<file path="src/rtl/alu_issue.sv">
// Issue stage: decodes an RV32 subset into an ALU op code and operands, held in a 1-deep skid-free register.
// Optional operand forwarding from writeback is built when ALU_ISSUE_FWD_EN is defined.
module alu_issue (
    input  logic        clk,
    input  logic        rst_n,
    input  logic        in_valid,
    output logic        in_ready,
    input  logic [31:0] instr_in,
    input  logic [31:0] rs1_data,
    input  logic [31:0] rs2_data,
    input  logic        flush,
`ifdef ALU_ISSUE_FWD_EN
    input  logic        wb_valid,
    input  logic [4:0]  wb_rd,
    input  logic [31:0] wb_data,
`endif
    output logic        out_valid,
    input  logic        out_ready,
    output logic [31:0] data1,
    output logic [31:0] data2,
    output logic [31:0] instruction,
    output logic [5:0]  alu_ctr,
    output logic        illegal
);
    logic [6:0]  opcode;
    logic [2:0]  funct3;
    logic [6:0]  funct7;
    logic [31:0] op1, op2, imm_i, shamt;
    logic [5:0]  dec_ctr;
    logic        dec_ill;
    logic [31:0] dec_d1, dec_d2;
    logic        capture;

    assign opcode = instr_in[6:0];
    assign funct3 = instr_in[14:12];
    assign funct7 = instr_in[31:25];
    assign imm_i  = {{20{instr_in[31]}}, instr_in[31:20]};
    assign shamt  = {27'd0, instr_in[24:20]};

`ifdef ALU_ISSUE_FWD_EN
    // x0 never forwards; a writeback to rd beats the stale register-file read
    assign op1 = (wb_valid && wb_rd != 5'd0 && wb_rd == instr_in[19:15]) ? wb_data : rs1_data;
    assign op2 = (wb_valid && wb_rd != 5'd0 && wb_rd == instr_in[24:20]) ? wb_data : rs2_data;
`else
    assign op1 = rs1_data;
    assign op2 = rs2_data;
`endif

    always_comb begin
        dec_ctr = 6'd0;
        dec_ill = 1'b1;
        dec_d1  = 32'd0;
        dec_d2  = 32'd0;
        case (opcode)
            7'b0110011: begin
                if (funct7 == 7'b0000000) begin
                    case (funct3)
                        3'b000: dec_ctr = 6'd1;
                        3'b001: dec_ctr = 6'd3;
                        3'b101: dec_ctr = 6'd4;
                        3'b010: dec_ctr = 6'd5;
                        3'b100: dec_ctr = 6'd6;
                        3'b110: dec_ctr = 6'd7;
                        3'b111: dec_ctr = 6'd8;
                        default: dec_ctr = 6'd0;
                    endcase
                end else if (funct7 == 7'b0100000 && funct3 == 3'b000) begin
                    dec_ctr = 6'd2;
                end
                if (dec_ctr != 6'd0) begin
                    dec_ill = 1'b0;
                    dec_d1  = op1;
                    dec_d2  = op2;
                end
            end
            7'b0010011: begin
                case (funct3)
                    3'b000: dec_ctr = 6'd9;
                    3'b100: dec_ctr = 6'd10;
                    3'b110: dec_ctr = 6'd11;
                    3'b111: dec_ctr = 6'd12;
                    3'b001: dec_ctr = (funct7 == 7'b0000000) ? 6'd13 : 6'd0;
                    3'b101: dec_ctr = (funct7 == 7'b0000000) ? 6'd14 : 6'd0;
                    default: dec_ctr = 6'd0;
                endcase
                if (dec_ctr != 6'd0) begin
                    dec_ill = 1'b0;
                    dec_d1  = op1;
                    dec_d2  = (funct3 == 3'b001 || funct3 == 3'b101) ? shamt : imm_i;
                end
            end
            7'b0000011: if (funct3 == 3'b010) begin
                dec_ctr = 6'd15; dec_ill = 1'b0; dec_d1 = op1; dec_d2 = imm_i;
            end
            7'b0100011: if (funct3 == 3'b010) begin
                dec_ctr = 6'd16; dec_ill = 1'b0; dec_d1 = op1; dec_d2 = op2;
            end
            7'b1100011: if (funct3 == 3'b000) begin
                dec_ctr = 6'd17; dec_ill = 1'b0; dec_d1 = op1; dec_d2 = op2;
            end
            7'b0110111: begin
                dec_ctr = 6'd18; dec_ill = 1'b0;
            end
            default: ;
        endcase
    end

    assign in_ready = !out_valid || out_ready;
    assign capture  = in_valid && in_ready && !flush;

    always_ff @(posedge clk or negedge rst_n) begin
        if (!rst_n) begin
            out_valid   <= 1'b0;
            data1       <= 32'd0;
            data2       <= 32'd0;
            instruction <= 32'd0;
            alu_ctr     <= 6'd0;
            illegal     <= 1'b0;
        end else if (flush) begin
            out_valid <= 1'b0;
        end else if (capture) begin
            out_valid   <= 1'b1;
            data1       <= dec_d1;
            data2       <= dec_d2;
            instruction <= instr_in;
            alu_ctr     <= dec_ctr;
            illegal     <= dec_ill;
        end else if (out_ready) begin
            out_valid <= 1'b0;
        end
    end
endmodule

</file>
<file path="config.mk">
export PLATFORM = sky130hd
export DESIGN_NAME = alu_issue
export DESIGN_NICKNAME = d
export VERILOG_FILES = /design/src/rtl/alu_issue.sv
export SDC_FILE = /design/constraint.sdc
export NUM_CORES = 1
export LEC_CHECK = 0
export BUFFER_PORTS_ARGS = -buffer_cell sky130_fd_sc_hd__buf_2
export CORE_MARGIN = 2
export CORE_UTILIZATION = 46
export CTS_CLUSTER_SIZE = 25
export DETAILED_ROUTE_END_ITERATION = 6
export PLACE_DENSITY_LB_ADDON = 0.3
export RECOVER_POWER = 50
export SYNTH_ARGS = -nofsm -noshare
export SYNTH_HDL_FRONTEND = slang
export SYNTH_SLANG_ARGS = --single-unit
</file>
<file path="constraint.sdc">
create_clock -name clk -period 2.3 [get_ports clk]
set_input_delay 0.23 -clock clk [delete_from_list [all_inputs] [get_ports clk]]
set_output_delay 0.23 -clock clk [all_outputs]
set_load 0.01 [all_outputs]
</file>
==> impl_metrics.tcl, run 1 <==
set metrics [dict create \
    yosys.area.top_type_share_pct 59.2 \
    cts_root_buf "clkbuf_8" \
    yosysUniqueCellTypes 51 \
    grt_overflow 0 \
    cts_buffers 9 \
    synth-edff-count 0 \
    maxSlewHeadroom_pct 24.5 \
    slowest_stage "dfrtp_1" \
    placementRows 35 \
    finalCritPeriodShare_pct 81.2 \
    synth-seq-cells 103 \
    worstPathCellList "nor2b_1, inv_1, nand3b_1, buf_4, a2111oi_4, and2_4, a221o_2" \
    max_freq_ghz 0.535 \
    dieHeight_um 101 \
    ir_drop_uv 359 \
    crit_arrival_ns 2.11 \
    run_status "complete, no violations" \
    synth_largest_area_cell "dfrtp_1" \
    crit_fanout 21 \
    crit_start "out_valid" \
    slew_viol_final 0 \
    ys_warn_count 0 \
    io_pins 206 \
    post_cts_buffers 0 \
    crit_type "reg -> reg" \
    p_leak_nw 2.84 \
    syn_area_um2 4350 \
    htreeDepth 3 \
    end_kind "flop" \
    drtIter0Drc 216 \
    worstSetupStartpointType "flop" \
    finalClockSkew_ns 0.00877 \
    cp_slowest_stage_delay_ns 0.35 \
    synthesis.nets 493 \
    power.density_nw_per_um2 629 \
    routed_via_density 5.40 \
    vias 3859 \
    ant_nets 0 \
    path_clk_slew_ns 0.10 \
    clock_latency_ns 0.35 \
    firstDrtPassIters 4 \
    wl_um 11900 \
    final_util_pct 61.6 \
    synthFlopType "dfrtp_1" \
    worst-path-buf-inv 2 \
    nFillCells 811 \
    gp_congestion 0.880 \
    synth-async-reset-ratio_pct 100 \
    initial_core_util_pct 47.3 \
    grt_util_all_layers_pct 22.5 \
    final_nets 699 \
    cp_top_family "simple AND/OR/NAND/NOR gates" \
    hold_path_class "in -> reg" \
    setup_viol 0 \
    finalWorstPathRequiredPeriod_ns 1.87 \
    crit_required_ns 2.54 \
    reg2reg_from "out_valid" \
    coreArea_um2 9200 \
    cts_tree "built" \
    worstMarginPinSlew_ns 1.13 \
    ys_top_cells_by_area "dfrtp_1, nand2_1, a22o_1" \
    hold_violations 0 \
    n_antenna_cell 0 \
    grt_max_degree 62 \
    fin_setup_tns_ns 0 \
    yosysSeqAreaShare_pct 59.2 \
    grt_pass1_wl_um 18200 \
    postSynthCellCount 392 \
    ctsLongestPathBuffers 2 \
    die_area_um2 10300 \
    syn_area_per_cell_um2 11.1 \
    die_x_um 101 \
    hold_start "instr_in[15]" \
    port_buffers 204 \
    ctsHoldBuffers 1 \
    wl_per_cell_um 16.6 \
    ctsResizeCount 0 \
    grt_pass1_vias 3610 \
    synthTopCellsByCount "dfrtp_1, nand2_1, a22o_1" \
    drive_above_1_share_pct 27.2 \
    grt_antenna_before_repair 0 \
    cap_viol_max_count 0 \
    dp_hpwl_um 8640 \
    numClockSinks 103 \
    rsz0062_at_grt "no" \
    drc 0 \
    area_growth_pct 30.2 \
]
worst register-to-register path, stage by stage (launching register included):
cell and delay [ns]:
dfrtp_1 0.35, nor2b_1 0.23, inv_1 0.09, nand3b_1 0.16, buf_4 0.30, a2111oi_4 0.07
and2_4 0.24, a221o_2 0.32
worst paths after layout:
kind                                        end  slack (ns)  depth (start not counted)
worst max-delay path                  data2[23]        0.43                          7
worst min-delay path            instruction[15]        0.06                          3
worst max register to register        data2[23]        0.43                          7
worst min register to register  instruction[16]        0.49                          2
max in group asynchronous             data1[23]        0.67                          3
min in group asynchronous        instruction[0]        0.63                          2
cell families (layout without fill, tap and decap cells):
group / after synthesis / count (layout) / share of synthesized area, %
simple gates: 156 / 156 / 16.6
buf+inv: 30 / 241 / 3.10
flops: 103 / 103 / 59.2
compound gates: 100 / 100 / 20.7
xor+xnor: 2 / 2 / 0.402
other cells: 1 / 1 / 0.0861
power breakdown:
part / leakage [nW] / internal [mW] / switching (mW)
registers: 1.38 / 1.89 / 0.0468
logic: 1.36 / 0.167 / 0.279
clock network: 0.101 / 0.528 / 0.649
routing by layer:
metal  wire length [um]  vias up  share of wire (%)  global-route usage [%]
li1                   -     1826                  -                       -
met1               5250     1847                 44                    31.9
met2               5670      174                 48                    35.5
met3                834       12                7.0                    4.55
met4                113        0               0.95                    6.44
met5                  0        -                  0                       0
state kept, by name, indices dropped and copies added (netlist names):
register / flops
data1: 32
instruction: 32
alu_ctr: 5
illegal: 1
out_valid: 1
data2: 32
layout by cell type (no fill, tap or decap), types with 4 or more instances in the layout:
master / count
clkbuf_1: 103
a22o_1: 42
nand2_1: 103
a21o_1: 7
nor2_1: 7
buf_4: 16
and2_1: 6
buf_2: 100
dfrtp_1: 103
nand3_1: 6
a221o_2: 20
a221o_1: 6
a21oi_1: 4
nor2b_1: 4
nand2b_1: 4
clkbuf_8: 9
cell type report:
class | instances | area [um^2] | area share, %
clock buffers | 9 | 124 | 2.18
repair buffers | 224 | 1080 | 19.1
multi-input cells | 259 | 1650 | 29.2
flip-flops and latches | 103 | 2580 | 45.5
clock inverters | 7 | 90.1 | 1.59
inverters | 1 | 3.75 | 0.0662
well taps | 111 | 139 | 2.45
per-stage QoR:
| stage | hold slack [ns] | worst slack (ns) | std cells | instance area, um^2 | total power, mW |
|---|---|---|---|---|---|
| floorplan | -0.0656 | 0.186 | 392 | 4350 | 2.16 |
| global placement | 0.259 | 0.136 | 697 | 5580 | 2.43 |
| detailed placement | 0.270 | 0.0884 | 697 | 5580 | 2.44 |
| CTS | 0.0349 | 0.396 | 714 | 5800 | 3.64 |
| global route | 0.0409 | 0.236 | 714 | 5670 | 3.75 |
| finish | 0.0558 | 0.433 | 714 | 5670 | 3.56 |
(Power assumes the default switching activity.)
==> inputs of run 2 (changes only) <==
- CORE_UTILIZATION: 46 -> 42
- clock period: 2.3 -> 1.6 ns (I/O delays scaled with it)
==> run 2 against run 1 <==
  * The flow now finishes with violations (negative setup slack)
  * Sequential cell count unchanged
  * First-iteration DRC count up 25%
  * Critical path depth grew 1
  * Total power grew 44%
  * Core utilization up 1.1 points
  * Via count up 5.6%
  * Maximum frequency is 6.3% higher
  * Worst hold slack got worse by 0.041 ns
  * Global-route usage decreased by 0.21 points
  * Combinational power rose by 78%
  * Setup slack worse by 0.59 ns
==> impl_metrics.tcl, run 2 (synthesis gave the netlist of run 1 again) <==
set metrics [dict create \
    final_util_pct 62.8 \
    crit_required_ns 1.90 \
    cts_buffers 9 \
    grt_overflow 0 \
    io_pins 206 \
    cts_tree "built" \
    max_freq_ghz 0.569 \
    worstSetupStartpointType "flop" \
    finalClockSkew_ns 0.00846 \
    finalWorstPathRequiredPeriod_ns 1.76 \
    maxSlewHeadroom_pct 48.3 \
    placementRows 37 \
    worst_slack_ns -0.157 \
    hold_violations 0 \
    grt_max_degree 58 \
    routed_via_density 5.11 \
    setup_viol 65 \
    coreArea_um2 10200 \
    stdcell_count 797 \
    grt_pass1_wl_um 20000 \
    finalCritPeriodShare_pct 110 \
    final_nets 757 \
    grt_antenna_before_repair 0 \
    dp_hpwl_um 8860 \
    die_x_um 106 \
    crit_arrival_ns 2.06 \
    n_antenna_cell 0 \
    ant_nets 0 \
    gp_congestion 0.931 \
    firstDrtPassIters 4 \
    crit_fanout 16 \
    clock_latency_ns 0.36 \
    crit_type "reg -> reg" \
    slew_viol_final 0 \
    grt_util_all_layers_pct 22.3 \
    wl_um 12500 \
    p_leak_nw 3.47 \
    layout_common_cells "buf_2, nand2_1, dfrtp_1, buf_4, a22o_1" \
    grt_pass1_vias 4091 \
    fin_setup_tns_ns -8.70 \
    drc 0 \
    run_status "complete, but fails checks" \
    cap_viol_max_count 0 \
    worstMarginPinSlew_ns 0.775 \
    die_area_um2 11200 \
    power.density_nw_per_um2 802 \
    wl_per_cell_um 15.7 \
    ctsLongestPathBuffers 2 \
    violations "negative setup slack" \
    numClockSinks 103 \
    r2r_setup_slack_ns -0.16 \
    ir_drop_uv 571 \
    drive_above_1_share_pct 43.9 \
    dieHeight_um 106 \
    port_buffers 204 \
    htreeDepth 3 \
    area_growth_pct 46.8 \
    drtIter0Drc 270 \
    dp.cells 752 \
    cts_root_buf "clkbuf_8" \
    vias 4074 \
    top_regs "data1 x32, data2 x32, instruction x32" \
    hold_path_class "in -> reg" \
    end_kind "flop" \
    path_clk_slew_ns 0.11 \
    rsz0062_at_grt "yes" \
    mostFrequentLayoutCell "buf_2" \
    initial_core_util_pct 42.8 \
]
==> run 2: critical path: stages (launching register included) <==
cell       delay (ns)
dfrtp_1          0.39
nor2b_4          0.13
inv_2            0.05
nand3b_1         0.10
buf_6            0.14
or3_4            0.37
nor2_4           0.17
clkbuf_16        0.21
a221o_1          0.15
==> run 2: stage by stage <==
step           area, um^2  power [mW]  hold slack (ns)  setup slack (ns)
2_1_floorplan        4450        3.12           -0.136            -0.412
3_3_place_gp         5920        3.57            0.128            -0.497
3_5_place_dp         5920        3.59            0.130            -0.531
4_1_cts              6380        5.22          0.00186            -0.168
5_1_grt              6390        5.41         0.000924            -0.244
6_report             6390        5.12           0.0143            -0.157
==> run 2: area by class of cell <==
class / instances / area, um^2
timing repair buffer: 282 / 1730
tap: 136 / 170
inverter: 1 / 3.75
multi-input combinational: 259 / 1720
fill: 825 / 3790
clock buffer: 9 / 124
sequential: 103 / 2580
clock inverter: 7 / 66.3
==> run 2: path summary, 6_finish.rpt <==
path,depth (start not counted),startpoint,end
worst max-delay path,8,out_valid,data2[4]
worst min-delay path,2,rs1_data[7],data1[7]
worst max register to register,8,out_valid,data2[4]
worst min register to register,2,instruction[31],instruction[31]
max in group asynchronous,3,rst_n,illegal
min in group asynchronous,2,rst_n,data1[21]
==> run 2: what timing repair did <==
action | CTS | global route
endpoints found under the hold margin | 56 | 2
endpoints found under the setup margin | 66 | 90
gates resized for setup | 3 | 2
buffers inserted | 0 | 1
cloned | 0 | 1
hold buffers | 25 | 2
pin swaps | 0 | 2
==> run 2: routing by layer <==
| metal | vias up | routed length (um) | global-route usage [%] |
|---|---|---|---|
| met5 | - | 0 | 0 |
| met4 | 0 | 133 | 6.58 |
| met3 | 14 | 799 | 4.76 |
| met2 | 160 | 6000 | 37.0 |
| met1 | 1949 | 5540 | 29.5 |
| li1 | 1951 | - | - |
==> run 2: report_power, final <==
part,leakage (nW),internal [mW],switching (mW)
clock network,0.0949,0.601,0.943
logic,1.99,0.360,0.434
registers,1.38,2.72,0.0630
total,3.47,3.68,1.44
